<file path="config.mk">
export PLATFORM = sky130hd
export DESIGN_NAME = hs32_reg_sched
export DESIGN_NICKNAME = d
export VERILOG_FILES = /design/src/rtl/hs32_reg_sched.sv
export SDC_FILE = /design/constraint.sdc
export NUM_CORES = 1
export LEC_CHECK = 0
export ABC_AREA = 1
export CAP_MARGIN = 10
export CORE_MARGIN = 1
export CORE_UTILIZATION = 35
export DETAILED_ROUTE_END_ITERATION = 12
export MAX_ROUTING_LAYER = met4
export PLACE_DENSITY_LB_ADDON = 0.08
export SYNTH_ARGS = -nofsm -noshare
export SYNTH_HDL_FRONTEND = slang
export SYNTH_SLANG_ARGS = --single-unit
</file>
<file path="constraint.sdc">
create_clock -name clk -period 1.6 [get_ports clk]
set_input_delay 0.24 -clock clk [delete_from_list [all_inputs] [get_ports clk]]
set_output_delay 0.24 -clock clk [all_outputs]
set_load 0.05 [all_outputs]
</file>
<file path="src/rtl/hs32_reg_sched.sv">
// Register file slot scheduler for HS32: arbitrates one write or one dual-read per cycle
// between load/ALU writeback and decode, with a load scoreboard guarding RAW hazards.
module hs32_reg_sched #(
  parameter int DATA_WIDTH = 32,
  parameter int ADDR_WIDTH = 4,
  parameter int MAX_WAIT   = 3
) (
  input  logic                  clk,
  input  logic                  reset,
  input  logic                  ld_issue,
  input  logic [ADDR_WIDTH-1:0] ld_dst,
  output logic                  ld_ready,
  input  logic                  wb1_req,
  input  logic [ADDR_WIDTH-1:0] wb1_adr,
  input  logic [DATA_WIDTH-1:0] wb1_data,
  output logic                  wb1_gnt,
  input  logic                  wb0_req,
  input  logic [ADDR_WIDTH-1:0] wb0_adr,
  input  logic [DATA_WIDTH-1:0] wb0_data,
  output logic                  wb0_gnt,
  input  logic                  rd_req,
  input  logic [ADDR_WIDTH-1:0] rd_adr1,
  input  logic [ADDR_WIDTH-1:0] rd_adr2,
  output logic                  rd_gnt,
  output logic                  rd_valid,
  output logic [DATA_WIDTH-1:0] rd_data1,
  output logic [DATA_WIDTH-1:0] rd_data2,
  output logic                  rf_we,
  output logic [ADDR_WIDTH-1:0] rf_wadr,
  output logic [DATA_WIDTH-1:0] rf_din,
  output logic [ADDR_WIDTH-1:0] rf_radr1,
  output logic [ADDR_WIDTH-1:0] rf_radr2,
  input  logic [DATA_WIDTH-1:0] rf_dout1,
  input  logic [DATA_WIDTH-1:0] rf_dout2
);

  localparam int NUM_REGS  = 1 << ADDR_WIDTH;
  localparam int CNT_WIDTH = (MAX_WAIT < 1) ? 1 : $clog2(MAX_WAIT + 1);
  localparam logic [CNT_WIDTH-1:0] WAIT_MAX = CNT_WIDTH'(MAX_WAIT);

  typedef enum logic [1:0] {S_IDLE, S_WR, S_RD} slot_t;

  slot_t                 state_reg, state_next;
  logic [NUM_REGS-1:0]   pending_reg, pending_next;
  logic [NUM_REGS-1:0]   set_mask, clr_mask;
  logic [CNT_WIDTH-1:0]  wait_cnt_reg, wait_cnt_next;

  logic                  rf_we_reg, rd_valid_reg;
  logic [ADDR_WIDTH-1:0] rf_wadr_reg, rf_wadr_next;
  logic [DATA_WIDTH-1:0] rf_din_reg, rf_din_next;
  logic [ADDR_WIDTH-1:0] rf_radr1_reg, rf_radr1_next;
  logic [ADDR_WIDTH-1:0] rf_radr2_reg, rf_radr2_next;

  logic ld_acc, wb1_acc;
  logic pend_hit, wb0_hit, wb1_hit, rd_elig, boost, wr_gnt;

  assign ld_ready = !reset && !pending_reg[ld_dst];
  assign ld_acc   = ld_issue && ld_ready;
  assign wb1_acc  = wb1_req && wb1_gnt;

  // Per-register scoreboard update; a same-cycle set overrides the clear.
  generate
    for (genvar gi = 0; gi < NUM_REGS; gi++) begin : g_sb
      assign set_mask[gi]     = ld_acc  && (ld_dst  == ADDR_WIDTH'(gi));
      assign clr_mask[gi]     = wb1_acc && (wb1_adr == ADDR_WIDTH'(gi));
      assign pending_next[gi] = set_mask[gi] | (pending_reg[gi] & ~clr_mask[gi]);
    end
  endgenerate

  // A read touching a register with an outstanding load or a concurrent writer must wait.
  assign pend_hit = pending_reg[rd_adr1] | pending_reg[rd_adr2];
  assign wb0_hit  = wb0_req && ((wb0_adr == rd_adr1) || (wb0_adr == rd_adr2));
  assign wb1_hit  = wb1_req && ((wb1_adr == rd_adr1) || (wb1_adr == rd_adr2));
  assign rd_elig  = rd_req && !pend_hit && !wb0_hit && !wb1_hit;
  assign boost    = rd_elig && (wait_cnt_reg == WAIT_MAX);
  assign wr_gnt   = wb0_gnt || wb1_gnt;

  always_comb begin
    wb1_gnt    = 1'b0;
    wb0_gnt    = 1'b0;
    rd_gnt     = 1'b0;
    state_next = S_IDLE;
    if (!reset) begin
      if (boost)        rd_gnt  = 1'b1;
      else if (wb1_req) wb1_gnt = 1'b1;
      else if (wb0_req) wb0_gnt = 1'b1;
      else if (rd_elig) rd_gnt  = 1'b1;
    end
    if (wb1_gnt || wb0_gnt) state_next = S_WR;
    else if (rd_gnt)        state_next = S_RD;
  end

  always_comb begin
    rf_wadr_next  = rf_wadr_reg;
    rf_din_next   = rf_din_reg;
    rf_radr1_next = rf_radr1_reg;
    rf_radr2_next = rf_radr2_reg;
    if (wb1_gnt) begin
      rf_wadr_next = wb1_adr;
      rf_din_next  = wb1_data;
    end else if (wb0_gnt) begin
      rf_wadr_next = wb0_adr;
      rf_din_next  = wb0_data;
    end
    if (rd_gnt) begin
      rf_radr1_next = rd_adr1;
      rf_radr2_next = rd_adr2;
    end
  end

  // Counts writer wins against an eligible reader; stalls due to hazards do not count.
  always_comb begin
    wait_cnt_next = wait_cnt_reg;
    if (!rd_req || rd_gnt) begin
      wait_cnt_next = '0;
    end else if (rd_elig && wr_gnt && (wait_cnt_reg != WAIT_MAX)) begin
      wait_cnt_next = wait_cnt_reg + 1'b1;
    end
  end

  always_ff @(posedge clk) begin
    if (reset) begin
      state_reg    <= S_IDLE;
      pending_reg  <= '0;
      wait_cnt_reg <= '0;
      rf_we_reg    <= 1'b0;
      rf_wadr_reg  <= '0;
      rf_din_reg   <= '0;
      rf_radr1_reg <= '0;
      rf_radr2_reg <= '0;
      rd_valid_reg <= 1'b0;
    end else begin
      state_reg    <= state_next;
      pending_reg  <= pending_next;
      wait_cnt_reg <= wait_cnt_next;
      rf_we_reg    <= (state_next == S_WR);
      rf_wadr_reg  <= rf_wadr_next;
      rf_din_reg   <= rf_din_next;
      rf_radr1_reg <= rf_radr1_next;
      rf_radr2_reg <= rf_radr2_next;
      rd_valid_reg <= (state_reg == S_RD);
    end
  end

  assign rf_we    = rf_we_reg;
  assign rf_wadr  = rf_wadr_reg;
  assign rf_din   = rf_din_reg;
  assign rf_radr1 = rf_radr1_reg;
  assign rf_radr2 = rf_radr2_reg;
  assign rd_valid = rd_valid_reg;
  assign rd_data1 = rf_dout1;
  assign rd_data2 = rf_dout2;

endmodule
</file>
# [After elaboration in Yosys (flattened, before gate mapping)]
# Cells that the tools add are included.
[word_totals] output_inout_bits=114 regBits=66 wordCells=181 inputBits=154
[op_classes] add_sub_neg=1 mux=24 reduce_logical=57 eq_ne=38 magnitude_cmp=3 n_bitwise=49
[ops] operator="4-bit == test, second input constant" n=16
[ops] operator="32-bit two-way mux" n=2
[ops] operator="1-bit logical AND" n=43
[ops] operator="4-bit by 3-bit == test with 1-bit output, second input constant" n=8
[ops] operator="1-bit OR" n=17
[ops] operator="1-bit bitwise AND" n=16
[ops] operator="4-bit by 2-bit == test with 1-bit output, second input constant" n=4
[ops] operator="4-bit == test" n=4
[ops] operator="1-bit inverter" n=16
[ops] operator="4-bit by 5-bit less-than comparator with 1-bit output, second input constant" n=3
[ops] operator="1-bit two-way mux" n=15
[ops] operator="1-bit binary-select mux with 4-bit select" n=3
[ops] operator="4-bit by 1-bit == test with 1-bit output, second input constant" n=2
[ops] operator="4-bit logical NOT" n=2
[ops] operator="4-bit two-way mux" n=2
[ops] operator="1-bit logical NOT" n=6
[ops] operator="2-bit == test, second input constant" n=2
[ops] operator="1-bit logical OR" n=4
[ops] operator="2-bit two-way mux" n=2
[ops] operator="2-bit by 1-bit adder with 2-bit output, second input constant" n=1
[ops] operator="2-bit by 1-bit == test with 1-bit output, second input constant" n=1
[ops] operator="2-bit != test, second input constant" n=1
[ops] operator="2-bit nonzero test" n=1
[ops] operator="2-bit OR reduction" n=1

# [Depth between registers and ports, before layout]
# Gate-level depths: netlist (run 1).
[logic_depth] ltp_word=15 mapped_depth=17 mapped_depth_nobuf=16

# [Worst setup path after synthesis (run 1)]
# Ideal clock, no wire load.
[synth_timing] path_kind="input-to-reg" start="input port rd_adr2[1]" end="register rf_wadr_reg[3], in the netlist rf_wadr[3]" stages=15 arrival_time_ns=1.777 n_path_buf=1 required_time_ns=1.544 setup_ns=0.056 slack_ns=-0.233 cell_sequence="buf_2 inv_2 nand2_1 nand2_1 nor2_1 nand2_1 a21oi_1 nor2_2 nand3_4 nand2_4 inv_1 nand2_1 nand3_1 nand2_1 inv_1"
[synth_between] elab_chain_len=11 elab_cells_between_ends=22 classes_between="2 x eq/ne; 7 x mux; 1 x bitwise; 12 x reduce/logical"
[synth_rtl] item="from (decl)" line="23" source="input logic [ADDR_WIDTH-1:0] rd_adr2,"
[synth_rtl] item="1-bit binary-select mux with 4-bit select" line="71" source="assign pend_hit = pending_reg[rd_adr1] | pending_reg[rd_adr2];"
[synth_rtl] item="1-bit two-way mux (implied by the code)" line="71"
[synth_rtl] item="1-bit OR" line="71"
[synth_rtl] item="1-bit logical NOT" line="74" source="assign rd_elig = rd_req && !pend_hit && !wb0_hit && !wb1_hit;"
[synth_rtl] item="1-bit logical AND (2 in a row)" line="74"
[synth_rtl] item="1-bit logical AND (*)" line="74"
[synth_rtl] item="1-bit logical AND (*)" line="75" source="assign boost = rd_elig && (wait_cnt_reg == WAIT_MAX);"
[synth_rtl] item="1-bit two-way mux (*)" line="84" source="if (boost) rd_gnt = 1'b1;"
[synth_rtl] item="1-bit two-way mux (*)" line="83" source="if (!reset) begin"
[synth_rtl] item="net wb1_gnt" line="16" source="output logic wb1_gnt,"
[synth_rtl] item="4-bit two-way mux / 2-bit nonzero test (equally long branches)"
[synth_rtl] item="to (signal assigned)" line="137" source="rf_wadr_reg <= rf_wadr_next;"
[synth_rtl] item="to (decl)" line="49" source="logic [ADDR_WIDTH-1:0] rf_wadr_reg, rf_wadr_next;"
# The timed path passes the listed nets; every way through them passes the cells marked *. The select of a mux whose other input is x is not followed.
# A chain may end at the register's enable or synchronous reset.

# [Worst setup path after layout (run 1)]
[layout_timing] start="register pending_reg[6]" end="output port wb0_gnt"
[layout_between] elab_chain_len=10 elab_cells_between_ends=12 classes_between="6 x mux; 1 x bitwise; 5 x reduce/logical"
[layout_rtl] item="from (decl)" line="44" source="logic [NUM_REGS-1:0] pending_reg, pending_next;"
[layout_rtl] item="from (signal assigned)" line="134" source="pending_reg <= pending_next;"
[layout_rtl] item="1-bit binary-select mux with 4-bit select" line="71"
[layout_rtl] item="1-bit two-way mux (implied by the code)" line="71"
[layout_rtl] item="1-bit OR (*)" line="71"
[layout_rtl] item="1-bit logical NOT (*)" line="74"
[layout_rtl] item="1-bit logical AND (*) (3 in a row)" line="74"
[layout_rtl] item="1-bit logical AND (*)" line="75"
[layout_rtl] item="1-bit two-way mux (*)" line="84"
[layout_rtl] item="1-bit two-way mux (*)" line="83"
[layout_rtl] item="to (decl)" line="20" source="output logic wb0_gnt,"
# Every way passes the cells marked *; elsewhere a longest branch is shown, timed or not. The select of a mux whose other input is x is not followed.

==> impl_metrics.ini, run 1 <==
[status]
status = finished with violations
violations = negative setup slack

[drt]
wl_mm = 18.23
antenna_left = 0
vias = 5555
vias_per_cell = 5.023
drt_pass1_iterations = 5
drtIter0Drc = 350
drc = 0
routedWlPerCell_um = 16.48

[critical_path]
cp.arrival_ns = 1.80
crit_fanout = 4
cp-endpoint = wb0_gnt
cp_slowest_cell = dfxtp_2
cp_common_cell = nand3_1
cp.required_ns = 1.36
crit_chain = inv_2, nand2_1, nand3_1, nand3_1, nand3_2, nand2_2, nor2_4, nand3_4, nand2_4, clkinvlp_4, buf_12
cp_slowest_stage_delay_ns = 0.33
endpoint_kind = primary output
path_buf_inv = 3
crit_path_start = pending_reg[6]
crit_type = flip-flop to primary output
reg2reg_to = rf_din[2]
ff2ff_setup_slack_ns = -0.42
path_depth = 11
startpoint_type = flip-flop
cp_top_family = simple AND/OR/NAND/NOR gates
reg2reg_from = pending_reg[6]
reg2reg_depth = 16

[floorplan]
coreArea_mm2 = 0.01257
die_h_um = 115.2
start_util = 0.3571
die_area_mm2 = 0.01328
die_x_um = 115.2
rows = 41
ios = 268

[cells_and_area]
fin_util = 0.6425
largest_register_ffs = 32
diodes = 0
layout.nets = 1087
drive_gt1_frac = 0.4593
fin_cells = 1106
design_area_mm2 = 0.008075
areaGrowthSynthToFinish_pct = 79.93

[global_route]
grt_pass1_wl_mm = 26.87
overflow = 0
grt_max_degree = 37
antenna_found_initial = 0
grt_pass1_vias = 5309
track_usage = 0.2775

[sta]
finalMaxSlewViolations = 0
setup_viol = 66
min_period_over_period = 1.277
rsz0062_at_grt = true
timing.hold.ws_ns = 0.2471
setup_slack_ns = -0.4428
worst_slew_pin_slew_ns = 0.5570
final-hold-violation-count = 0
final.setup.tns_ns = -22.59
slew_headroom = 0.6286
min_period_ns = 2.043
fmax_ghz = 0.4895
fin_skew_ns = 0.007711

[yosys]
synth.avg_cell_area_um2 = 6.049
synthCells = 742
ys_seq_area_frac = 0.2944
synth-seq-cells = 66
netlist_area_mm2 = 0.004488
yosys_warnings = 0
syn_nets = 897
synth.distinct_cells = 26

[clock_network]
cts_buffers = 9
cts_tree = built
clk_latency_ns = 0.34
htreeDepth = 3
cts_max_path_buffers = 2
root_buffer = clkbuf_16
clk_pin_slew_ns = 0.05
cts.sinks = 66

[power]
leakage_nw = 3.745
p_per_area_mw_per_mm2 = 666.5
clkPwrFrac = 0.324
p_int_mw = 3.587
p_comb_frac = 0.350
peakVddDrop_mv = 0.4464
power.total_mw = 5.382
p_seq_frac = 0.327
p_sw_mw = 1.795
netSwitchingFraction = 0.3336

[hold_path]
min_from = wb0_adr[0]
hold_class = input port to flip-flop

[placed_design]
placed_cells = 1035
dp_slack_ns = -0.8306
port-buffer-count = 139
placed_area_mm2 = 0.006113
hpwl_mm = 11.06
place_congestion = 0.8893

[flow_run]
drv_cap = 0
[cells in the final DEF, fill, tap and decap left out, types with 5 or more instances in the layout]
cell	count
dfxtp_1	50
nand3_4	16
inv_4	8
clkbuf_2	9
dfxtp_4	6
clkbuf_16	11
inv_2	19
buf_12	16
dfxtp_2	10
buf_6	16
nand3_2	35
buf_4	136
nor2_1	26
nand3_1	56
nand2_1	159
clkinvlp_4	5
nand2_4	25
o22ai_2	6
clkdlybuf4s50_1	70
o21ai_2	13
a21oi_1	27
nand4_1	8
a21oi_2	35
nand2_2	22
buf_2	6
inv_1	93
buf_16	12
[synth_stat cells]
| cell type | number | area, um^2 |
|---|---|---|
| nand3_4 | 1 | 17.52 |
| buf_2 | 13 | 65.06 |
| nor2_1 | 31 | 116.4 |
| nand3_1 | 106 | 530.5 |
| clkinv_1 | 4 | 15.01 |
| nand2_4 | 2 | 22.52 |
| inv_2 | 12 | 45.04 |
| a21boi_1 | 2 | 15.01 |
| nand2_1 | 205 | 769.5 |
| nor2_2 | 2 | 12.51 |
| buf_1 | 2 | 7.510 |
| o22ai_1 | 10 | 62.56 |
| nand2_2 | 1 | 6.260 |
| ha_1 | 1 | 12.51 |
| a21oi_1 | 62 | 310.3 |
| buf_6 | 2 | 22.52 |
| o21ai_0 | 4 | 20.02 |
| dfxtp_1 | 66 | 1321 |
| nand4_1 | 8 | 50.05 |
| xor2_1 | 1 | 8.760 |
| o21ai_2 | 1 | 8.760 |
| clkbuf_1 | 13 | 48.80 |
| o21ai_1 | 16 | 80.08 |
| buf_4 | 66 | 495.5 |
| inv_1 | 109 | 409.1 |
| o211ai_1 | 2 | 15.01 |
[timing repair]
| action | 4_1_cts | 5_1_grt |
|---|---|---|
| pin swaps | 48 | 63 |
| hold endpoints to repair | 0 | 0 |
| hold buffers | 0 | 0 |
| setup buffers | 32 | 16 |
| gates cloned | 15 | 2 |
| endpoints found under the setup margin | 69 | 69 |
| gates resized for setup | 192 | 155 |
[power groups by stage]
stage | clock [mW] | sequential (mW) | combinational (mW)
floorplan | 0 | 2.03 | 0.926
global placement | 0 | 1.79 | 1.35
detailed placement | 0 | 1.80 | 1.35
CTS | 1.76 | 1.76 | 1.72
global route | 1.84 | 1.77 | 1.99
finish | 1.74 | 1.76 | 1.88
[layer usage]
layer | wire [um] | GRT usage
met3 | 1609 | 0.07486
met5 | 0 | -
met4 | 569 | 0.1177
met2 | 8485 | 0.4329
met1 | 7561 | 0.3361
[worst reg2reg max path: stages (launching register included)]
cell	delay (ns)
dfxtp_2	0.33
inv_2	0.10
nand2_1	0.07
nand3_1	0.07
nand3_1	0.09
nand3_2	0.08
nand2_2	0.07
nor2_4	0.14
nand3_4	0.15
nand2_8	0.11
buf_8	0.11
buf_12	0.11
nand2_8	0.05
buf_12	0.14
clkbuf_16	0.17
nand3_2	0.07
a21oi_2	0.06
[worst min-delay path by stage]
stage / end / slack, ns / cells past startpoint
2_1_floorplan: rd_valid / 0.37 / 1
3_3_place_gp: rd_valid / 0.39 / 1
3_5_place_dp: rd_valid / 0.39 / 1
4_1_cts: rf_radr2[0] / 0.35 / 4
5_1_grt: rf_wadr[0] / 0.26 / 5
6_report: rf_wadr[0] / 0.25 / 5
[logic make-up (layout without fill, tap and decap cells)]
group           Yosys count  in the layout  synth area share
compound gates           97             97            0.1140
simple gates            356            356            0.3398
fa+ha+maj                 1              1          0.002787
xor+xnor                  1              1          0.001952
flops                    66             66            0.2944
buf+inv                 221            413            0.2470
[area by class of cell]
cell class / count / area (um^2)
multi-input combinational: 455 / 2969
timing repair buffer: 274 / 2766
tap: 172 / 215.2
fill: 1086 / 4493
clock buffer: 10 / 229.0
inverter: 125 / 511.7
sequential: 66 / 1356
timing repair inverter: 1 / 7.507
clock inverter: 3 / 20.02
Note: power is estimated with default switching activity, not from simulation.
==> run 2: changes to the inputs <==
--- a/config.mk
+++ b/config.mk
@@ -9,6 +9,7 @@
 export CAP_MARGIN = 10
 export CORE_MARGIN = 1
 export CORE_UTILIZATION = 35
+export CTS_BUF_LIST = sky130_fd_sc_hd__clkbuf_16
 export DETAILED_ROUTE_END_ITERATION = 12
 export MAX_ROUTING_LAYER = met4
 export PLACE_DENSITY_LB_ADDON = 0.08
==> run 2 against run 1 <==
Against the previous run:
- the run still ends with negative setup slack left
- wire length is 1.3% higher
- sequential share of layout area decreased by 0.21 points
- sequential cell count unchanged
- clock-buffer cell count fell by 1
- critical endpoint unchanged
- sequential power about the same
- highest routed layer unchanged
- largest power group unchanged
- clock power is essentially flat
- clock skew fell by 0.0019 ns
==> impl_metrics.ini, run 2 (synthesis gave the netlist of run 1 again) <==
[hold_path]
hold_class = input port to flip-flop
holdPathStages = 5
min_from = wb0_adr[0]
min_to = rf_wadr[0]

[sta]
rsz0062_at_grt = true
setup_slack_ns = -0.4322
min_period_ns = 2.032
worst_slew_pin_slew_ns = 0.5586
min_period_over_period = 1.270
fmax_ghz = 0.4921
fin_skew_ns = 0.005825
setup_viol = 66
slew_headroom = 0.6276
timing.hold.ws_ns = 0.2509
finalMaxSlewViolations = 0
final-hold-violation-count = 0

[drt]
routed-wl-met2_mm = 8.683
antenna_left = 0
drtIter0Drc = 279
routedWlPerCell_um = 16.64
vias_per_cell = 4.999
vias = 5549
drt_pass1_iterations = 5
met1_length_mm = 7.668
met3_length_mm = 1.561
dr.max_layer_used = met4
wl_mm = 18.47
drc = 0

[global_route]
overflow = 0
grt_pass1_vias = 5290
grt_max_degree = 37
track_usage = 0.2768
grt_pass1_wl_mm = 26.77
antenna_found_initial = 0

[power]
peakVddDrop_mv = 0.4393
power.total_mw = 5.406
p_per_area_mw_per_mm2 = 662.4
leakage_nw = 3.785

[cells_and_area]
drive_gt1_frac = 0.4712
largest_register_ffs = 32
diodes = 0
final_common_cell = nand2_1
design_area_mm2 = 0.008160
final_cell_mix = nand2_1 (154), buf_4 (138), inv_1 (94)
areaGrowthSynthToFinish_pct = 81.82
nFillCells = 1083
layout.nets = 1091

[clock_network]
cts_buffers = 9
clk_latency_ns = 0.34
cts.sinks = 66
clk_pin_slew_ns = 0.05
cts_tree = built
root_buffer = clkbuf_16
htreeDepth = 3
cts_max_path_buffers = 2

[critical_path]
cp_slowest_cell = dfxtp_4
ff2ff_setup_slack_ns = -0.40
startpoint_type = flip-flop
reg2reg_depth = 14
cp.arrival_ns = 1.79
endpoint_kind = primary output
cp_top_family = simple AND/OR/NAND/NOR gates
reg2reg_to = rf_din[8]
crit_type = flip-flop to primary output
crit_fanout = 4
cp.required_ns = 1.36
cp_slowest_stage_delay_ns = 0.36
crit_chain = o211ai_1, nand3_1, nand3_2, nand2_2, nor2_4, nand3_4, nand2_4, clkinvlp_4, buf_12
path_buf_inv = 2
path_depth = 9
reg2reg_from = pending_reg[0]

[flow_run]
drv_cap = 0

[floorplan]
die_x_um = 115.2
coreArea_mm2 = 0.01257
rows = 41
die_area_mm2 = 0.01328
start_util = 0.3571
die_h_um = 115.2
ios = 268

[placed_design]
placed_area_mm2 = 0.006113
hpwl_mm = 11.06
port-buffer-count = 139
place_congestion = 0.8893

[status]
violations = negative setup slack
status = finished with violations
-- run 2: cell types whose count changed in the layout (fill, tap and decap cells not counted), sizes merged --
cell / before / now
inv: 120 / 121
clkbuf: 21 / 20
buf: 190 / 194
-- run 2: worst max path at each step --
stage / slack, ns / to / startpoint
after CTS: -0.41 / wb0_gnt / pending_reg[12]
after floorplan: -0.22 / rf_wadr[0] / rd_adr1[0]
after global placement: -0.80 / wb1_gnt / rd_adr2[0]
after detailed placement: -0.83 / wb1_gnt / rd_adr2[0]
final: -0.43 / wb0_gnt / pending_reg[0]
after global routing: -0.52 / wb0_gnt / pending_reg[1]
-- run 2: area by class of cell --
class,instances,area [um^2],area share
Timing Repair inverter,1,7.507,0.0009200
Clock buffer,9,225.2,0.02760
Clock inverter,4,23.77,0.002913
Inverter,125,514.2,0.06302
Multi-Input combinational cell,455,3008,0.3686
Sequential cell,66,1354,0.1659
Tap cell,172,215.2,0.02637
Timing Repair Buffer,278,2813,0.3447
-- run 2: per-stage QoR --
| stage | utilization | cells | worst slack [ns] | setup TNS [ns] |
|---|---|---|---|---|
| 6_report | 0.6493 | 1110 | -0.4322 | -22.33 |
| 5_1_grt | 0.6493 | 1110 | -0.5194 | -28.55 |
| 4_1_cts | 0.5987 | 1095 | -0.4089 | -19.44 |
| 3_5_place_dp | 0.4864 | 1035 | -0.8306 | -51.10 |
| 3_3_place_gp | 0.4864 | 1035 | -0.7983 | -49.39 |
| 2_1_floorplan | - | 742 | -0.2210 | -2.473 |
-- run 2: power by group --
part	total [mW]	leakage (nW)	switching [mW]	internal [mW]
clock	1.74	0.120	0.726	1.01
combinational	1.91	3.12	1.04	0.867
sequential	1.76	0.548	0.0441	1.72
-- run 2: worst register-to-register path, stage by stage, from the launching register on --
cell	delay, ns
dfxtp_4	0.36
o211ai_1	0.17
nand3_1	0.12
nand3_2	0.08
nand2_2	0.06
nor2_4	0.14
nand3_4	0.15
nand2_8	0.11
buf_8	0.11
buf_12	0.11
nand2_8	0.05
buf_12	0.14
clkbuf_16	0.17
nand3_4	0.06
a21oi_2	0.05
-- run 2: layer usage --
metal / vias up / GRT usage
met2: 231 / 0.4297
met5: - / -
li1: 2658 / -
met3: 68 / 0.07169
met4: 0 / 0.1203
met1: 2592 / 0.3377
-- run 2: timing repair --
action                                  4_1_cts  5_1_grt
resized for setup                           193      165
cloned                                       15        2
pin swaps                                    48       69
hold buffers                                  0        0
hold endpoints to repair                      0        0
endpoints found under the setup margin       69       69
setup buffers                                33       19
